===== src/rtl/traffic_pkg.sv =====
// Shared definitions for the traffic jam controller: FSM state encoding
// and default timing constants.
package traffic_pkg;

    typedef enum logic [2:0] {
        ST_IDLE,
        ST_DETECT,
        ST_START,
        ST_HOLD,
        ST_CLEAR
    } jam_state_t;

    localparam int unsigned JAM_DEBOUNCE_CYCLES_DEF = 4;
    localparam int unsigned JAM_GREEN_CYCLES_DEF    = 16;
    localparam int unsigned JAM_CLEAR_CYCLES_DEF    = 8;
    localparam int unsigned JAM_CNT_W_DEF           = 8;

endpackage


===== src/rtl/jam_cycle_counter.sv =====
// Cycle counter shared by all jam FSM states: synchronous clear, enable,
// and a compare against a state-selected terminal value.
module jam_cycle_counter
    import traffic_pkg::*;
#(
    parameter int unsigned CNT_W = JAM_CNT_W_DEF
) (
    input  logic             clk,
    input  logic             rst,
    input  logic             i_clr,
    input  logic             i_en,
    input  logic [CNT_W-1:0] i_term,
    output logic             o_at_term
);

    logic [CNT_W-1:0] r_count;

    always_ff @(posedge clk) begin
        if (rst || i_clr) begin
            r_count <= '0;
        end else if (i_en) begin
            r_count <= r_count + CNT_W'(1);
        end
    end

    assign o_at_term = (r_count == i_term);

endmodule


===== src/rtl/jam_ctrl_unit.sv =====
// Jam-mode controller: debounces the road jam sensors, issues the initial
// grant and periodic rotation pulses, and drops out after a sustained clear.
module jam_ctrl_unit
    import traffic_pkg::*;
#(
    parameter int unsigned DEBOUNCE_CYCLES = JAM_DEBOUNCE_CYCLES_DEF,
    parameter int unsigned GREEN_CYCLES    = JAM_GREEN_CYCLES_DEF,
    parameter int unsigned CLEAR_CYCLES    = JAM_CLEAR_CYCLES_DEF,
    parameter int unsigned CNT_W           = JAM_CNT_W_DEF
) (
    input  logic             clk,
    input  logic             rst,
    input  logic             jam_ctrl_en,
    input  logic             jam_sensor_0,
    input  logic             jam_sensor_1,
    input  logic             jam_sensor_2,
    input  logic             jam_sensor_3,
    output logic             jam_op_en,
    output logic             jam_start,
    output logic             jam_rotation,
    output logic             jam_active,
    output logic [CNT_W-1:0] rotation_count
);

    localparam logic [CNT_W-1:0] DEB_TERM   = CNT_W'(DEBOUNCE_CYCLES - 1);
    localparam logic [CNT_W-1:0] GREEN_TERM = CNT_W'(GREEN_CYCLES - 1);
    localparam logic [CNT_W-1:0] CLEAR_TERM = CNT_W'(CLEAR_CYCLES - 1);

    jam_state_t       r_state;
    logic             r_jam_op_en;
    logic             r_jam_start;
    logic             r_jam_rotation;
    logic             r_jam_active;
    logic [CNT_W-1:0] r_rotation_count;

    logic             w_any_jam;
    logic             w_cnt_clr;
    logic             w_cnt_en;
    logic [CNT_W-1:0] w_term;
    logic             w_at_term;

    assign w_any_jam = jam_sensor_0 | jam_sensor_1 | jam_sensor_2 | jam_sensor_3;

    // Counter restarts on every state change and on each rotation; it only
    // advances while a state is waiting out its own interval.
    always_comb begin
        w_cnt_clr = 1'b0;
        w_cnt_en  = 1'b0;
        w_term    = '0;
        case (r_state)
            ST_DETECT: begin
                w_term = DEB_TERM;
                if (!w_any_jam || w_at_term) w_cnt_clr = 1'b1;
                else                         w_cnt_en  = 1'b1;
            end
            ST_HOLD: begin
                w_term = GREEN_TERM;
                if (!w_any_jam || w_at_term) w_cnt_clr = 1'b1;
                else                         w_cnt_en  = 1'b1;
            end
            ST_CLEAR: begin
                w_term = CLEAR_TERM;
                if (w_any_jam || w_at_term) w_cnt_clr = 1'b1;
                else                        w_cnt_en  = 1'b1;
            end
            default: w_cnt_clr = 1'b1;
        endcase
        if (!jam_ctrl_en) begin
            w_cnt_clr = 1'b1;
            w_cnt_en  = 1'b0;
        end
    end

    jam_cycle_counter #(
        .CNT_W(CNT_W)
    ) u_cycle_counter (
        .clk      (clk),
        .rst      (rst),
        .i_clr    (w_cnt_clr),
        .i_en     (w_cnt_en),
        .i_term   (w_term),
        .o_at_term(w_at_term)
    );

    always_ff @(posedge clk) begin
        if (rst || !jam_ctrl_en) begin
            r_state          <= ST_IDLE;
            r_jam_op_en      <= 1'b0;
            r_jam_start      <= 1'b0;
            r_jam_rotation   <= 1'b0;
            r_jam_active     <= 1'b0;
            r_rotation_count <= '0;
        end else begin
            r_jam_start    <= 1'b0;
            r_jam_rotation <= 1'b0;
            case (r_state)
                ST_IDLE: begin
                    if (w_any_jam) r_state <= ST_DETECT;
                end
                ST_DETECT: begin
                    if (!w_any_jam) begin
                        r_state <= ST_IDLE;
                    end else if (w_at_term) begin
                        r_state      <= ST_START;
                        r_jam_start  <= 1'b1;
                        r_jam_op_en  <= 1'b1;
                        r_jam_active <= 1'b1;
                    end
                end
                ST_START: begin
                    r_state          <= ST_HOLD;
                    r_rotation_count <= '0;
                end
                ST_HOLD: begin
                    if (!w_any_jam) begin
                        r_state <= ST_CLEAR;
                    end else if (w_at_term) begin
                        r_jam_rotation   <= 1'b1;
                        r_rotation_count <= r_rotation_count + CNT_W'(1);
                    end
                end
                ST_CLEAR: begin
                    if (w_any_jam) begin
                        r_state <= ST_HOLD;
                    end else if (w_at_term) begin
                        r_state      <= ST_IDLE;
                        r_jam_op_en  <= 1'b0;
                        r_jam_active <= 1'b0;
                    end
                end
                default: r_state <= ST_IDLE;
            endcase
        end
    end

    assign jam_op_en      = r_jam_op_en;
    assign jam_start      = r_jam_start;
    assign jam_rotation   = r_jam_rotation;
    assign jam_active     = r_jam_active;
    assign rotation_count = r_rotation_count;

endmodule


===== config.mk =====
export PLATFORM = sky130hd
export DESIGN_NAME = jam_ctrl_unit
export DESIGN_NICKNAME = d
export VERILOG_FILES = /design/src/rtl/traffic_pkg.sv /design/src/rtl/jam_cycle_counter.sv /design/src/rtl/jam_ctrl_unit.sv
export SDC_FILE = /design/constraint.sdc
export NUM_CORES = 1
export LEC_CHECK = 0
export ABC_AREA = 1
export BUFFER_PORTS_ARGS = -buffer_cell sky130_fd_sc_hd__clkbuf_2
export CAP_MARGIN = 25
export CORE_MARGIN = 1.5
export CORE_UTILIZATION = 51
export CTS_CLUSTER_SIZE = 16
export DETAILED_ROUTE_END_ITERATION = 8
export GPL_ROUTABILITY_DRIVEN = 0
export PLACE_DENSITY_LB_ADDON = 0.2
export SLEW_MARGIN = 20
export SYNTH_ARGS = -nofsm -noshare
export SYNTH_HDL_FRONTEND = slang
export SYNTH_SLANG_ARGS = --single-unit

===== constraint.sdc =====
create_clock -name clk -period 1.4 [get_ports clk]
set_input_delay 0 -clock clk [delete_from_list [all_inputs] [get_ports clk]]
set_output_delay 0 -clock clk [all_outputs]
set_load 0.02 [all_outputs]

==> impl_metrics.env, run 1 <==
export IMPL_cts_htree_levels=1
export IMPL_min_period_over_period_pct=112
export IMPL_critical_path_top_delay_family="simple AND/OR/NAND/NOR gates"
export IMPL_yosysWarnings=0
export IMPL_worst_setup_path_start_kind="flop"
export IMPL_total_track_usage_pct=27.6
export IMPL_number_of_unique_standard_cell_types_used_by_synthesis=28
export IMPL_power_density_of_the_placed_cells_nw_per_um2=633
export IMPL_synth_cell_area_um2=1390
export IMPL_grt_start_max_net_pins=13
export IMPL_endpoint_kind="flop"
export IMPL_hold_path_endpoint="u_cycle_counter.r_count[1]"
export IMPL_final_setup_viol_count=22
export IMPL_setup_ws_ns=-0.171
export IMPL_cap_violations=0
export IMPL_fp_dieW_um=55.2
export IMPL_hold_path_class="input pin to flop"
export IMPL_count_of_buffers_from_port_buffering=18
export IMPL_setup_worst_path_class="flop to flop"
export IMPL_grt_antenna_before_repair=0
export IMPL_cts_root_to_sink_buffers=2
export IMPL_via_count=1609
export IMPL_max_freq_ghz=0.637
export IMPL_finalSetupTns_ns=-2.98
export IMPL_clockRootBuffer="sky130_fd_sc_hd__clkbuf_4"
export IMPL_place_ws_ns=-0.225
export IMPL_grt_overflow_total=0
export IMPL_final_hold_viol_count=0
export IMPL_ys_ff_latch=22
export IMPL_syn_area_per_cell_um2=6.89
export IMPL_grt_setup_unrepaired="true"
export IMPL_cts_tree="built"
export IMPL_cellLeakagePower_nw=0.868
export IMPL_drc=0
export IMPL_run_status="finished, violations left"
export IMPL_cell_breakdown_of_the_critical_path="nor2_4, nand2_4, nand3_2, nand2_2, nor2_4, nand2_8, nand2_2, nand2_2, o21ai_2, nor2_1"
export IMPL_routed_via_density=5.59
export IMPL_initial_core_utilization_pct=55.2
export IMPL_regToRegEndpoint="r_state[0]"
export IMPL_synth_nets=211
export IMPL_total_power_w=0.00128
export IMPL_cp_data_required_time_ns=1.61
export IMPL_cts_inserted_buffers=3
export IMPL_most_common_cell_on_crit_path="sky130_fd_sc_hd__nand2_2"
export IMPL_worst_ir_drop_vdd_uv=624
export IMPL_finalNonFillerCells=288
export IMPL_dp_hpwl_mm=2.65
export IMPL_wl_per_cell_um=14.7
export IMPL_drt_antenna_violating_nets=0
export IMPL_dpl_cell_count=276
export IMPL_ff2ff_setup_slack_ns=-0.17
export IMPL_area_growth_pct=45.7
export IMPL_worstRegToRegCells=10
export IMPL_final_max_slew_viol_count=0
export IMPL_drive_gt1_share_pct=47.3
export IMPL_violations="negative setup slack"
export IMPL_critPathBufInv=0
export IMPL_fp_coreArea_um2=2520
export IMPL_numnets_final=268
export IMPL_syn_instance_count=202
export IMPL_die_area_um2=3050
export IMPL_cp_data_arrival_time_ns=1.78
export IMPL_drt_wl_total_mm=4.23
export IMPL_slew_limit_headroom_pct=68.6
export IMPL_grt_first_pass_wirelength_mm=6.94
export IMPL_cts_num_sinks=22
export IMPL_first_pass_iters=4
export IMPL_commonest_cells_after_routing_fill_and_taps_aside="sky130_fd_sc_hd__nand2_1, sky130_fd_sc_hd__buf_4, sky130_fd_sc_hd__inv_1"
export IMPL_site_row_count=18
export IMPL_io_pin_count=19
export IMPL_hold_start="jam_ctrl_en"
export IMPL_post_route_skew_ns=0.00903
export IMPL_timing_final_crit_period_ns=1.57
export IMPL_r2r_start="r_state[0]"
export IMPL_critPathMaxStageDelay_ns=0.40
export IMPL_clk_pin_slew_ns=0.13
export IMPL_clk_insertion_delay_late_ns=0.32
export IMPL_synth_sequential_area_ratio_pct=31.7
export IMPL_die_h_um=55.2
export IMPL_number_of_diodes=0
export IMPL_cpMaxStageDelayCell="sky130_fd_sc_hd__dfxtp_4"
export IMPL_layout_commonest_cell="sky130_fd_sc_hd__nand2_1"
export IMPL_detail_route_iter0_violations=105
export IMPL_worst_hold_path_num_cells=6
export IMPL_worstPathMaxFanout=7
export IMPL_worst_slew_pin_transition_ns=0.471
export IMPL_vias_in_the_first_global_route=1595
-- power by group --
part / internal [W] / switching [W] / total [W]
logic: 0.000108 / 0.000157 / 0.000265
clock network: 0.000159 / 0.000216 / 0.000375
registers: 0.000631 / 0.0000118 / 0.000643
total: 0.000899 / 0.000384 / 0.00128
-- per-layer routing --
metal	vias to the layer above	wire length, um	track usage [%]
met5	-	0	0
met4	0	92	10.1
met3	11	298	3.51
met2	80	2210	49.5
met1	750	1620	33.4
li1	768	-	-
-- through the flow --
stage               hold WS, ns  utilization, %  cell area [um^2]
floorplan                 0.145               -              1420
global route              0.197            80.4              2030
global placement          0.312            68.8              1730
CTS                       0.148            78.6              1980
finish                    0.144            80.4              2030
detailed placement        0.324            68.8              1730
-- cell usage after synthesis (all sizes together) --
cell | count | area (um^2)
nor2 | 24 | 123
clkinv | 1 | 5.00
nor3b | 1 | 7.51
nand3 | 30 | 180
dfxtp | 22 | 440
nand2 | 50 | 203
xnor2 | 2 | 17.5
xor2 | 6 | 52.6
nor3 | 6 | 30.0
a21oi | 14 | 100
o21ai | 8 | 40.0
or2 | 2 | 12.5
inv | 27 | 101
buf | 3 | 26.3
o2111ai | 1 | 8.76
nand4 | 3 | 18.8
ha | 2 | 25.0
-- cell type report --
cell class	count	area, um^2
Multi-Input combinational cell	151	1010
Fill cell	154	495
Sequential cell	22	457
Timing Repair Buffer	53	379
Inverter	28	110
Tap cell	30	37.5
Clock buffer	4	36.3
-- worst reg2reg max path, delay by kind of cell, from the launching register on --
family           cells  cell delay, ns
AO/OA/AOI/OAI        1            0.13
AND/OR/NAND/NOR      9            0.94
flip-flops           1            0.40
-- registers in the layout, indices dropped and copies added, names as in the netlist --
signal,cells
rotation_count,8
r_state,3
jam_start,1
jam_rotation,1
jam_active,1
u_cycle_counter.r_count,8
-- logic make-up (layout without fill, tap and decap cells) --
kind of cell	count (synthesis)	in the layout	synth area share, %
DFF	22	22	31.7
adders and majority gates	2	2	1.80
buffers and inverters	31	85	9.53
AOI/OAI and AO/OA	23	23	10.7
and+or+nand+nor	116	118	41.3
xor gates and xnor gates	8	8	5.04
-- worst max-delay path by stage --
stage          slack (ns)                          to  startpoint  depth (start not counted)
5_1_grt             -0.25                  r_state[0]  r_state[0]                         10
6_report            -0.17                  r_state[0]  r_state[0]                         10
4_1_cts             -0.12  u_cycle_counter.r_count[5]  r_state[1]                         10
2_1_floorplan       -0.06                  r_state[0]  r_state[2]                         12
3_3_place_gp        -0.15                  r_state[1]  r_state[0]                         11
3_5_place_dp        -0.22                  r_state[1]  r_state[2]                         10
-- repair_timing --
action                                  in CTS  in global routing
pin swaps                                   24                  7
setup buffers                                4                  1
hold endpoints to repair                     2                  0
gates cloned                                 2                  0
resized for setup                           34                 11
endpoints found under the setup margin      22                 22
hold buffers                                 1                  0
(Power assumes the default switching activity.)
==> run 2, diff against run 1 <==
--- a/config.mk
+++ b/config.mk
@@ -6,12 +6,12 @@
 export NUM_CORES = 1
 export LEC_CHECK = 0
 export ABC_AREA = 1
-export BUFFER_PORTS_ARGS = -buffer_cell sky130_fd_sc_hd__clkbuf_2
 export CAP_MARGIN = 25
 export CORE_MARGIN = 1.5
-export CORE_UTILIZATION = 51
+export CORE_UTILIZATION = 56
 export CTS_CLUSTER_SIZE = 16
 export DETAILED_ROUTE_END_ITERATION = 8
+export DONT_BUFFER_PORTS = 1
 export GPL_ROUTABILITY_DRIVEN = 0
 export PLACE_DENSITY_LB_ADDON = 0.2
 export SLEW_MARGIN = 20
==> run 2 against run 1 <==
Net effect:
- the flow still finishes with violations (negative setup slack)
- first-iteration DRC count decreased by 50%
- sequential share of layout area rose by 1.7 points
- register-to-register slack worse by 0.02 ns
- critical path depth stayed put
- final cell count is 6.6% lower
- die area is 8.5% lower
- design area fell by 7.0%
- global-route usage up 3.2 points
- non-clock buffer count fell by 16
- maximum frequency decreased by 1.4%
- flip-flop and latch count unchanged
- sequential power is essentially flat
==> impl_metrics.env, run 2 (synthesized netlist as in run 1, its figures left out) <==
export IMPL_via_count=1557
export IMPL_commonest_cells_after_routing_fill_and_taps_aside="sky130_fd_sc_hd__nand2_1, sky130_fd_sc_hd__buf_4, sky130_fd_sc_hd__inv_1"
export IMPL_routed_via_density=5.79
export IMPL_cp_data_required_time_ns=1.67
export IMPL_worst_slew_pin_transition_ns=0.459
export IMPL_fp_dieW_um=52.8
export IMPL_numnets_final=251
export IMPL_min_period_over_period_pct=114
export IMPL_cpMaxStageDelayCell="sky130_fd_sc_hd__dfxtp_4"
export IMPL_run_status="finished, violations left"
export IMPL_cell_breakdown_of_the_critical_path="nand2_1, nor2_2, nand2_1, nand3_2, nor2_4, buf_4, nand3_4, buf_6, nand3_2, a21oi_2"
export IMPL_cts_root_to_sink_buffers=2
export IMPL_cts_num_sinks=22
export IMPL_cts_tree="built"
export IMPL_count_of_buffers_from_port_buffering=0
export IMPL_cp_data_arrival_time_ns=1.86
export IMPL_hold_path_class="input pin to flop"
export IMPL_drt_wl_total_mm=4.04
export IMPL_cellLeakagePower_nw=0.787
export IMPL_final_setup_viol_count=22
export IMPL_placement_cell_area_um2=1680
export IMPL_power_combinational_fraction_pct=15.3
export IMPL_site_row_count=17
export IMPL_use_met1_pct=35.3
export IMPL_drt_antenna_violating_nets=0
export IMPL_grt_util_met2_pct=55.0
export IMPL_violations="negative setup slack"
export IMPL_initial_core_utilization_pct=61.1
export IMPL_max_freq_ghz=0.628
export IMPL_finalSetupTns_ns=-2.93
export IMPL_first_pass_iters=4
export IMPL_top_usage_layer="met2"
export IMPL_dp_hpwl_mm=2.67
export IMPL_power_density_of_the_placed_cells_nw_per_um2=723
export IMPL_final_hold_viol_count=0
export IMPL_drive_gt1_share_pct=38.6
export IMPL_worstPathMaxFanout=7
export IMPL_worst_hold_path_num_cells=5
export IMPL_timing_final_crit_period_ns=1.59
export IMPL_slew_limit_headroom_pct=69.3
export IMPL_grt_setup_unrepaired="true"
export IMPL_cts_inserted_buffers=3
export IMPL_die_area_um2=2790
export IMPL_setup_ws_ns=-0.193
export IMPL_postLayoutCellArea_um2=1890
export IMPL_wl_per_cell_um=15.0
export IMPL_internal_power_w=0.000997
export IMPL_fill_cells=137
export IMPL_worstRegToRegCells=10
export IMPL_critPathMaxStageDelay_ns=0.43
export IMPL_final_max_slew_viol_count=0
export IMPL_die_h_um=52.8
export IMPL_total_track_usage_pct=30.8
export IMPL_worst_setup_path_start_kind="flop"
export IMPL_grt_met3_usage_pct=4.57
export IMPL_grt_overflow_total=0
export IMPL_clk_pin_slew_ns=0.14
export IMPL_vias_in_the_first_global_route=1440
export IMPL_endpoint_kind="flop"
export IMPL_switching_power_w=0.000367
export IMPL_finalNonFillerCells=269
export IMPL_drc=0
export IMPL_multi_input_comb_area_um2=941
export IMPL_post_route_skew_ns=0.0113
export IMPL_pwr_share_clk_pct=37.5
export IMPL_area_growth_pct=35.5
export IMPL_place_ws_ns=-0.259
export IMPL_fp_coreArea_um2=2280
export IMPL_cts_htree_levels=1
export IMPL_io_pin_count=19
export IMPL_worst_ir_drop_vdd_uv=624
export IMPL_setup_worst_path_class="flop to flop"
export IMPL_grt_first_pass_wirelength_mm=6.21
export IMPL_cap_violations=0
export IMPL_grt_antenna_before_repair=0
export IMPL_ff_latch_area_um2=457
export IMPL_detail_route_iter0_violations=53
export IMPL_pwr_share_seq_pct=47.3
export IMPL_layout_commonest_cell="sky130_fd_sc_hd__nand2_1"
export IMPL_grt_start_max_net_pins=14
export IMPL_number_of_diodes=0
export IMPL_clockRootBuffer="sky130_fd_sc_hd__clkbuf_4"
export IMPL_dpl_cell_count=261
export IMPL_clk_insertion_delay_late_ns=0.33
export IMPL_switching_share_pct=26.9
==> run 2: changes by cell type in the layout (fill, tap and decap cells not counted), moves of 3 or more <==
cell	previous run	this run
sky130_fd_sc_hd__clkbuf_2	18	0
sky130_fd_sc_hd__nand2_2	12	8
sky130_fd_sc_hd__buf_4	30	34
sky130_fd_sc_hd__nand2_1	34	39
sky130_fd_sc_hd__dfxtp_2	4	1
==> run 2: critical path, delay by kind of cell (launching register included) <==
kind,cells,cell delay (ns)
AOI/OAI and AO/OA,1,0.15
buffers and inverters,2,0.30
DFF,1,0.43
and+or+nand+nor,7,0.65
==> run 2: cell type report <==
type	count	area share, %
clock buffer	3	1.19
inverter	28	5.97
clock inverter	1	1.59
multi-input combinational	150	49.9
sequential	22	24.2
tap	28	1.86
timing repair buffer	37	15.3
==> run 2: power by group through the flow <==
stage / Clock [W] / Sequential [W] / Combinational (W)
6_report: 0.000511 / 0.000645 / 0.000209
3_3_place_gp: 0 / 0.000661 / 0.000158
5_1_grt: 0.000527 / 0.000646 / 0.000224
3_5_place_dp: 0 / 0.000662 / 0.000164
2_1_floorplan: 0 / 0.000663 / 0.000111
4_1_cts: 0.000510 / 0.000646 / 0.000194
==> run 2: layer usage <==
layer  wire length, um  up-vias
met5                 0        -
met2              2120       70
met1              1630      734
li1                  -      735
met4                87        0
met3               209       18
==> run 2: timing repair <==
action,in CTS,in global routing
hold buffers,1,0
cloned,1,0
setup buffers,0,2
endpoints found under the setup margin,22,22
pin swaps,11,3
gates resized for setup,28,3
endpoints found under the hold margin,8,0
==> run 2: path summary, 6_finish.rpt <==
check,startpoint,endpoint,slack [ns]
max reg2reg,r_state[1],rotation_count[3],-0.19
min reg2reg,jam_active,jam_active,0.46
min,jam_ctrl_en,u_cycle_counter.r_count[1],0.07
max,r_state[1],rotation_count[3],-0.19
==> run 2: metrics by stage <==
step,utilization (%),hold WS [ns],power (W)
global placement,73.8,0.170,0.000819
global route,82.8,0.0829,0.00140
detailed placement,73.8,0.177,0.000826
floorplan,-,0.145,0.000773
finish,82.8,0.0674,0.00136
CTS,81.6,0.0565,0.00135
==> run 3, diff against run 2 <==
--- a/config.mk
+++ b/config.mk
@@ -18,3 +18,4 @@
 export SYNTH_ARGS = -nofsm -noshare
 export SYNTH_HDL_FRONTEND = slang
 export SYNTH_SLANG_ARGS = --single-unit
+export TNS_END_PERCENT = 20
==> run 3 against run 2 <==
Net effect:
- the run still ends with negative setup slack left
- clock skew is 0.0053 ns higher
- worst hold slack worse by 0.0066 ns
- power is 2.6% higher
- global-route usage is 1.0 points lower
- design area is 3.1% higher
- core utilization is 2.5 points higher
- highest routed layer unchanged
- largest cell class unchanged
- clock power is 3% higher
- register-to-register slack better by 0.03 ns
- final cell count is 2.2% higher
- combinational power is 9.6% higher
==> impl_metrics.env, run 3 (synthesized netlist as in run 1, its figures left out) <==
export IMPL_run_status="finished, violations left"
export IMPL_violations="negative setup slack"
export IMPL_clk_pin_slew_ns=0.13
export IMPL_drc=0
export IMPL_fp_dieW_um=52.8
export IMPL_grt_setup_unrepaired="true"
export IMPL_grt_util_met2_pct=49.8
export IMPL_endpoint_kind="flop"
export IMPL_place_ws_ns=-0.244
export IMPL_cp_data_required_time_ns=1.63
export IMPL_count_of_buffers_from_port_buffering=0
export IMPL_critical_path_top_delay_family="simple AND/OR/NAND/NOR gates"
export IMPL_min_period_over_period_pct=112
export IMPL_slew_limit_headroom_pct=80.0
export IMPL_internal_power_w=0.00101
export IMPL_layout_commonest_cell="sky130_fd_sc_hd__buf_4"
export IMPL_io_pin_count=19
export IMPL_site_row_count=17
export IMPL_final_hold_viol_count=0
export IMPL_commonest_cells_after_routing_fill_and_taps_aside="sky130_fd_sc_hd__buf_4, sky130_fd_sc_hd__nand2_1, sky130_fd_sc_hd__inv_1"
export IMPL_clockRootBuffer="sky130_fd_sc_hd__clkbuf_4"
export IMPL_detail_route_iter0_violations=50
export IMPL_cts_root_to_sink_buffers=2
export IMPL_cell_breakdown_of_the_critical_path="nor2_4, nand2_4, nand3_2, nand2_2, nor2_4, nand2_4, nand2_1, nand2_1, o21ai_1, nor2_1"
export IMPL_top_usage_layer="met2"
export IMPL_post_route_skew_ns=0.0167
export IMPL_drive_gt1_share_pct=41.3
export IMPL_max_freq_ghz=0.639
export IMPL_cap_violations=0
export IMPL_power_combinational_fraction_pct=16.4
export IMPL_drt_antenna_violating_nets=0
export IMPL_final_setup_viol_count=22
export IMPL_cellLeakagePower_nw=0.845
export IMPL_grt_first_pass_wirelength_mm=6.02
export IMPL_first_pass_iters=5
export IMPL_switching_power_w=0.000388
export IMPL_switching_share_pct=27.7
export IMPL_grt_antenna_before_repair=0
export IMPL_placement_cell_area_um2=1710
export IMPL_fp_coreArea_um2=2280
export IMPL_setup_ws_ns=-0.165
export IMPL_dp_hpwl_mm=2.61
export IMPL_vias_in_the_first_global_route=1454
export IMPL_pwr_share_clk_pct=37.5
export IMPL_critPathMaxStageDelay_ns=0.40
export IMPL_cp_data_arrival_time_ns=1.80
export IMPL_cts_num_sinks=22
export IMPL_drt_wl_total_mm=4.16
export IMPL_power_density_of_the_placed_cells_nw_per_um2=720
export IMPL_cts_tree="built"
export IMPL_numnets_final=257
export IMPL_critPathBufInv=0
export IMPL_die_h_um=52.8
export IMPL_worstPathMaxFanout=6
export IMPL_cpMaxStageDelayCell="sky130_fd_sc_hd__dfxtp_4"
export IMPL_cts_htree_levels=1
export IMPL_area_growth_pct=39.7
export IMPL_timing_final_crit_period_ns=1.57
export IMPL_worst_slew_pin_transition_ns=0.299
export IMPL_worst_setup_path_start_kind="flop"
export IMPL_setup_worst_path_class="flop to flop"
export IMPL_worst_ir_drop_vdd_uv=680
export IMPL_die_area_um2=2790
export IMPL_final_max_slew_viol_count=0
export IMPL_initial_core_utilization_pct=61.1
export IMPL_grt_overflow_total=0
export IMPL_clk_insertion_delay_late_ns=0.34
export IMPL_use_met1_pct=33.4
export IMPL_grt_start_max_net_pins=14
export IMPL_hold_path_class="input pin to flop"
export IMPL_total_track_usage_pct=29.8
export IMPL_cts_inserted_buffers=3
export IMPL_number_of_diodes=0
export IMPL_finalSetupTns_ns=-2.06
export IMPL_postLayoutCellArea_um2=1940
export IMPL_via_count=1591
export IMPL_pwr_share_seq_pct=46.2
export IMPL_grt_met3_usage_pct=5.71
export IMPL_wl_per_cell_um=15.1
export IMPL_routed_via_density=5.79
-- run 3: cell types whose count changed in the layout (fill, tap and decap cells not counted), sizes merged --
cell,delta
buf,+6
dlygate4sd3,+1
nand2,-1
-- run 3: metrics by stage --
| step | hold WS (ns) | cells | util, % | total power [W] |
|---|---|---|---|---|
| floorplan | 0.145 | 202 | - | 0.000773 |
| global placement | 0.170 | 265 | 75.0 | 0.000823 |
| detailed placement | 0.168 | 265 | 75.0 | 0.000828 |
| CTS | 0.0689 | 272 | 80.0 | 0.00134 |
| global route | 0.0992 | 275 | 85.4 | 0.00142 |
| finish | 0.0608 | 275 | 85.4 | 0.00140 |
-- run 3: final timing paths --
path | endpoint | start | slack, ns | cells after the start
worst min register to register | u_cycle_counter.r_count[7] | u_cycle_counter.r_count[7] | 0.49 | 2
worst min-delay path | u_cycle_counter.r_count[1] | jam_ctrl_en | 0.06 | 5
worst max register to register | r_state[0] | r_state[1] | -0.17 | 10
worst max-delay path | r_state[0] | r_state[1] | -0.17 | 10
-- run 3: power by group through the flow --
| stage | sequential (W) | combinational (W) | clock, W |
|---|---|---|---|
| 6_report | 0.000646 | 0.000229 | 0.000524 |
| 5_1_grt | 0.000646 | 0.000243 | 0.000527 |
| 4_1_cts | 0.000644 | 0.000185 | 0.000506 |
| 3_5_place_dp | 0.000661 | 0.000166 | 0 |
| 3_3_place_gp | 0.000661 | 0.000162 | 0 |
| 2_1_floorplan | 0.000663 | 0.000111 | 0 |
-- run 3: cell type report --
| cell class | count | area (um^2) |
|---|---|---|
| timing repair buffer | 44 | 339 |
| sequential | 22 | 454 |
| inverter | 28 | 110 |
| fill | 127 | 333 |
| multi-input combinational | 149 | 952 |
| clock buffer | 3 | 22.5 |
| clock inverter | 1 | 30.0 |
| tap | 28 | 35.0 |
-- run 3: what timing repair did --
item	4_1_cts	5_1_grt
cloned	0	0
resized for setup	11	24
setup endpoints to repair	22	22
hold buffers	2	0
pin swaps	2	16
buffers inserted	1	3
endpoints found under the hold margin	10	0
-- run 3: worst min-delay path, cell delays in order --
cell and delay [ns]:
sky130_fd_sc_hd__nand2_1 0.08, sky130_fd_sc_hd__a21oi_4 0.05, sky130_fd_sc_hd__nand2_4 0.12, sky130_fd_sc_hd__o21ai_1 0.07, sky130_fd_sc_hd__inv_1 0.04
-- run 3: routing by layer --
metal | routed length (um) | up-vias
met5 | 0 | -
met4 | 179 | 0
met3 | 253 | 24
met2 | 1960 | 83
met1 | 1770 | 736
li1 | - | 748
